**config.mk**
```make
export PLATFORM = sky130hd
export DESIGN_NAME = weight_fifo_array
export DESIGN_NICKNAME = d
export VERILOG_FILES = /design/src/rtl/tpu_pkg.sv /design/src/rtl/weight_col_fifo.sv /design/src/rtl/weight_fifo_array.sv
export SDC_FILE = /design/constraint.sdc
export NUM_CORES = 1
export LEC_CHECK = 0
export CORE_AREA = 3 3 165 167
export DETAILED_ROUTE_END_ITERATION = 10
export DIE_AREA = 0 0 168 170
export PLACE_DENSITY = 0.61
export REMOVE_ABC_BUFFERS = 1
export SETUP_SLACK_MARGIN = 0.05
export SLEW_MARGIN = 20
export SYNTH_ARGS = -nofsm -noshare
export SYNTH_HDL_FRONTEND = slang
export SYNTH_SLANG_ARGS = --single-unit
```
**constraint.sdc**
```tcl
create_clock -name clk -period 6.99 [get_ports clk]
set_input_delay 1.0485 -clock clk [delete_from_list [all_inputs] [get_ports clk]]
set_output_delay 1.0485 -clock clk [all_outputs]
set_load 0.1 [all_outputs]
```
**src/rtl/tpu_pkg.sv**
```systemverilog
// Shared definitions for the TPU datapath blocks: weight width, weight type and
// the occupancy-counter width helper.
package tpu_pkg;

    localparam int WEIGHT_W = 8;

    typedef logic [WEIGHT_W-1:0] weight_t;

    // A queue of `depth` entries needs to represent 0..depth inclusive.
    function automatic int count_w(input int depth);
        return $clog2(depth + 1);
    endfunction

endpackage

```
**src/rtl/weight_col_fifo.sv**
```systemverilog
// One column of the weight staging buffer: circular queue with occupancy count,
// full/empty status and a head value gated by the pop accept.
module weight_col_fifo
    import tpu_pkg::*;
#(
    parameter int DATA_W = WEIGHT_W,
    parameter int DEPTH  = 4,
    localparam int PW    = $clog2(DEPTH),
    localparam int CW    = count_w(DEPTH)
) (
    input  logic              clk,
    input  logic              reset_n,
    input  logic              clear,
    input  logic              push,
    input  logic [DATA_W-1:0] data_in,
    input  logic              pop,
    output logic [DATA_W-1:0] head,
    output logic              accept,
    output logic              full,
    output logic              empty,
    output logic [CW-1:0]     count,
    output logic              push_drop,
    output logic              pop_miss
);

    logic [DATA_W-1:0] mem [DEPTH];
    logic [PW-1:0]     wr_ptr;
    logic [PW-1:0]     rd_ptr;
    logic              push_ok;

    assign full      = (count == CW'(DEPTH));
    assign empty     = (count == '0);
    assign accept    = pop && !clear && !empty;
    // A full column still takes a push when the same cycle's pop frees a slot.
    assign push_ok   = push && !clear && (!full || accept);
    assign push_drop = push && !clear && full && !accept;
    assign pop_miss  = pop && !clear && empty;
    assign head      = accept ? mem[rd_ptr] : '0;

    always_ff @(posedge clk) begin
        if (push_ok) begin
            mem[wr_ptr] <= data_in;
        end
    end

    always_ff @(posedge clk or negedge reset_n) begin
        if (!reset_n) begin
            wr_ptr <= '0;
            rd_ptr <= '0;
            count  <= '0;
        end else if (clear) begin
            wr_ptr <= '0;
            rd_ptr <= '0;
            count  <= '0;
        end else begin
            if (push_ok) begin
                wr_ptr <= wr_ptr + PW'(1);
            end
            if (accept) begin
                rd_ptr <= rd_ptr + PW'(1);
            end
            if (push_ok && !accept) begin
                count <= count + CW'(1);
            end else if (accept && !push_ok) begin
                count <= count - CW'(1);
            end
        end
    end

endmodule

```
**src/rtl/weight_fifo_array.sv**
```systemverilog
// Weight staging buffer for the systolic array: NUM_COLS column queues on a shared
// write bus, a common pop strobe, and a diagonal output skew of c cycles on column c.
module weight_fifo_array
    import tpu_pkg::*;
#(
    parameter int DATA_W   = WEIGHT_W,
    parameter int NUM_COLS = 4,
    parameter int DEPTH    = 4,
    localparam int CW      = count_w(DEPTH)
) (
    input  logic                       clk,
    input  logic                       reset_n,
    input  logic                       clear,
    input  logic [NUM_COLS-1:0]        push_col,
    input  logic [DATA_W-1:0]          data_in,
    input  logic                       pop,
    output logic [NUM_COLS*DATA_W-1:0] col_out,
    output logic [NUM_COLS-1:0]        col_valid,
    output logic [NUM_COLS-1:0]        col_full,
    output logic [NUM_COLS-1:0]        col_empty,
    output logic [NUM_COLS*CW-1:0]     col_count,
    output logic                       all_ready,
    output logic                       overflow,
    output logic                       underflow
);

    // Handshake: pop is a strobe with no back-pressure. all_ready tells the producer
    // that every column will accept it; otherwise each column accepts independently
    // and col_valid[c] qualifies col_out[c] in the cycle the weight reaches the array.
    logic [NUM_COLS-1:0] accept;
    logic [NUM_COLS-1:0] push_drop;
    logic [NUM_COLS-1:0] pop_miss;
    logic [DATA_W-1:0]   head [NUM_COLS];

    for (genvar c = 0; c < NUM_COLS; c++) begin : g_col
        weight_col_fifo #(
            .DATA_W (DATA_W),
            .DEPTH  (DEPTH)
        ) u_col (
            .clk       (clk),
            .reset_n   (reset_n),
            .clear     (clear),
            .push      (push_col[c]),
            .data_in   (data_in),
            .pop       (pop),
            .head      (head[c]),
            .accept    (accept[c]),
            .full      (col_full[c]),
            .empty     (col_empty[c]),
            .count     (col_count[c*CW +: CW]),
            .push_drop (push_drop[c]),
            .pop_miss  (pop_miss[c])
        );

        if (c == 0) begin : g_direct
            assign col_out[0 +: DATA_W] = head[0];
            assign col_valid[0]         = accept[0];
        end else begin : g_skew
            // Stages shift every cycle so bubbles travel the diagonal as 0/invalid.
            logic [DATA_W-1:0] skew_data [c];
            logic [c-1:0]      skew_valid;

            always_ff @(posedge clk or negedge reset_n) begin
                if (!reset_n) begin
                    for (int i = 0; i < c; i++) begin
                        skew_data[i] <= '0;
                    end
                    skew_valid <= '0;
                end else if (clear) begin
                    for (int i = 0; i < c; i++) begin
                        skew_data[i] <= '0;
                    end
                    skew_valid <= '0;
                end else begin
                    skew_data[0]  <= head[c];
                    skew_valid[0] <= accept[c];
                    for (int i = 1; i < c; i++) begin
                        skew_data[i]  <= skew_data[i-1];
                        skew_valid[i] <= skew_valid[i-1];
                    end
                end
            end

            assign col_out[c*DATA_W +: DATA_W] = skew_data[c-1];
            assign col_valid[c]                = skew_valid[c-1];
        end
    end

    assign all_ready = &(~col_empty);

    always_ff @(posedge clk or negedge reset_n) begin
        if (!reset_n) begin
            overflow  <= 1'b0;
            underflow <= 1'b0;
        end else if (clear) begin
            overflow  <= 1'b0;
            underflow <= 1'b0;
        end else begin
            if (|push_drop) begin
                overflow <= 1'b1;
            end
            if (|pop_miss) begin
                underflow <= 1'b1;
            end
        end
    end

endmodule

```
==> impl_metrics.toml <==
[global_route]
gr-usage-all-layers = 0.121
grt_overflow = 0
grt_start_max_net_pins = 80
grt_first_pass_wirelength_mm = 27.3
antenna_found_initial = 0
grt_pass1_vias = 4767

[critical_path]
timing.rr.start = "g_col[3].u_col.count[1]$_DFFE_PN0P_"
cp-end-kind = "output port"
path_max_fanout = 39
crit_path_max_incr_delay_ns = 1.14
cpLargestDelayFamily = "buffers and inverters"
rrSetupSlack_ns = 4.37
crit_chain = "clkdlybuf4s50_1 > and2b_2 > and3_1 > clkdlybuf4s50_1"
critPathLaunchType = "input pin"
cp_num_buf_inv = 2
required_ns = 5.94
cpMostUsedCell = "clkdlybuf4s50_1"
reg2reg_depth = 7
worst_ep_arrival_time_ns = 4.12
rr_endpoint = "g_col[3].u_col.count[2]$_DFFE_PN0P_"
crit_type = "in2out"
cp_slowest_cell = "clkdlybuf4s50_1"

[power_and_ir_drop]
ir_drop_mv = 0.257
power.leakage_uw = 0.00400
power-per-cell-area_mw_per_mm2 = 343

[sta]
relSlewSlack = 0.341
slew_violations = 0
fmaxAchievable_ghz = 0.193
rsz0062_at_grt = "no"
setup_viol = 0
skew_ns = 0.0154
worst_pin_slew_ns = 0.986
period_share = 0.740
setup_tns_ns = 0
hold_ws_ns = 0.349
layout_setup_ws_ns = 1.82
period_minus_slack_ns = 5.17
hold_viol = 0

[synthesis]
netlist.top_cell.by_area = "edfxtp_1"
avgSynthCellArea_um2 = 15.8
synth_edf_count = 128
synth_seq_cells = 212
synth_cells = 552
netlist_area_mm2 = 0.00872
ys_top_cells_by_count = "128 x edfxtp_1, 84 x dfrtp_1, 33 x and3_1, 32 x mux4_2, 29 x buf_4"
netlist_top_cells_area = "edfxtp_1 44%, dfrtp_1 24%, mux4_2 8.3%, buf_4 2.5%, and3_1 2.4%"
ys_warn_count = 0
synth.distinct_cells = 48
synth_most_common_cell = "edfxtp_1"
yosysSeqAreaShare = 0.682
netlist.area_leader.share = 0.441
synthArstFlopShare = 0.396
synth_top_flop_cell = "edfxtp_1"

[place]
hpwlAfterDp_mm = 10.7
dp_cells = 910
portBuffers = 74
pre_cts_ws_ns = 1.79
place_congestion = 0.735

[layout]
nets = 635
syn_to_final_growth_pct = 18.5
final_util = 0.399
final_cell_count_no_fill = 950
drive_above_1_share = 0.138
nFillCells = 2322
antenna_cells = 0

[floorplanning]
die_x_um = 168
ios = 75
fp-row-count = 59
dieArea_mm2 = 0.0286
core_area_mm2 = 0.0259
die_h_um = 170
initial_utilization = 0.336

[clock_tree]
clk_pin_slew_worst_paths_ns = 0.06
cts-buffers-inserted = 22
clockBufferDepth = 3
cts.sinks = 212
cts_max_level = 1
holdBufCountCts = 0
postCtsSetupBuffers = 0
cts_tree = "built"
cts_root_buf = "clkbuf_16"
clk_latency_ns = 0.50
cts_resized = 0

[drt]
wl_met2_mm = 8.13
drt_iter0_markers = 370
routed_wl_mm = 17.2
drt_first_pass_iters = 5
vias = 4589
wire_per_inst_um = 18.1
top_layer = "met4"
wl_met1_mm = 7.65
via_per_inst = 4.83
met3_length_mm = 1.12
drc_errors = 0
antenna_left = 0

[worst_hold_path]
min_path_type = "in2async"

[job]
cap_violations = 0

[run_status]
status = "complete, no violations"
-- state kept, by name, indices dropped and copies added, names as in the netlist --
signal,cells
overflow,1
g_col.u_col.mem,128
g_col.u_col.count,12
col_out,16
g_col.u_col.rd_ptr,8
underflow,1
g_col.g_skew.skew_valid,6
g_col.u_col.wr_ptr,8
g_col.g_skew.skew_data,32
-- routing by layer --
metal | track usage | up-vias
met1 | 0.169 | 2343
met5 | 0 | -
met3 | 0.0230 | 29
li1 | - | 2073
met2 | 0.199 | 144
met4 | 0.0267 | 0
-- stage by stage --
stage                     cell area [um2]  power, uW
final                               10300       3540
after global routing                10300       3690
after CTS                           10300       3590
after detailed placement             9560       2360
after global placement               9560       2340
after floorplan                      8370       2110
-- worst reg2reg max path, delay by kind of cell, from the launching register on --
| family | cells | cell delay, ns |
|---|---|---|
| simple gates | 3 | 1.04 |
| flops | 1 | 0.45 |
| fa+ha+maj | 1 | 0.42 |
| compound gates | 3 | 0.56 |
-- layout by cell type, fill, tap and decap left out, drive strengths merged, types with 2 or more instances in the layout --
cell / netlist / layout
a211oi: 4 / 4
a21o: 6 / 6
a21oi: 3 / 3
a221oi: 4 / 4
a22o: 4 / 4
a311oi: 2 / 2
a31oi: 7 / 7
and2: 22 / 22
and3: 33 / 33
buf: 43 / 7
bufinv: 0 / 3
clkbuf: 13 / 31
clkdlybuf4s50: 0 / 72
clkinv: 0 / 3
clkinvlp: 0 / 3
dfrtp: 84 / 84
edfxtp: 128 / 128
fa: 4 / 4
ha: 16 / 16
inv: 27 / 27
mux2i: 4 / 4
mux4: 32 / 32
nand2: 15 / 15
nand2b: 7 / 7
nand3: 5 / 5
nand3b: 5 / 5
nor2: 18 / 18
nor2b: 27 / 27
nor3: 5 / 5
nor3b: 3 / 3
o211ai: 2 / 2
o31ai: 4 / 4
or3: 8 / 8
xor2: 8 / 8
-- how the worst max path moves through the flow --
| stage | startpoint | to | slack [ns] | cells past startpoint |
|---|---|---|---|---|
| 2_1_floorplan | g_col[1].u_col.count[1]$_DFFE_PN0P_ | all_ready | 2.20 | 3 |
| 3_3_place_gp | pop | col_out[6] | 1.85 | 4 |
| 3_5_place_dp | pop | col_out[6] | 1.79 | 4 |
| 4_1_cts | pop | col_out[5] | 1.79 | 4 |
| 5_1_grt | pop | col_out[4] | 1.66 | 4 |
| 6_report | pop | col_out[4] | 1.82 | 4 |
-- power breakdown --
part           internal, uW  switching, uW  total (uW)
logic                   246            580         827
clock network           751            462        1210
registers              1410           86.0        1500
-- logic make-up (layout without fill, tap and decap cells) --
| logic type | Yosys count | after routing | share of synthesized area |
|---|---|---|---|
| compound gates | 39 | 39 | 0.0352 |
| xor+xnor | 8 | 8 | 0.00804 |
| fa+ha+maj | 20 | 20 | 0.0322 |
| buf+inv | 83 | 146 | 0.0511 |
| flops | 212 | 212 | 0.682 |
| mux | 36 | 36 | 0.0873 |
| simple gates | 154 | 154 | 0.104 |
-- cell type report --
class,instances,area [um2],share of cell area
Clock inverter,9,126,0.0122
Inverter,27,101,0.00981
Timing Repair Buffer,79,774,0.0749
Sequential cell,212,5950,0.575
Clock buffer,31,641,0.0620
Tap cell,335,419,0.0406
Multi-Input combinational cell,257,2330,0.225
Note: power is estimated with default switching activity, not from simulation.
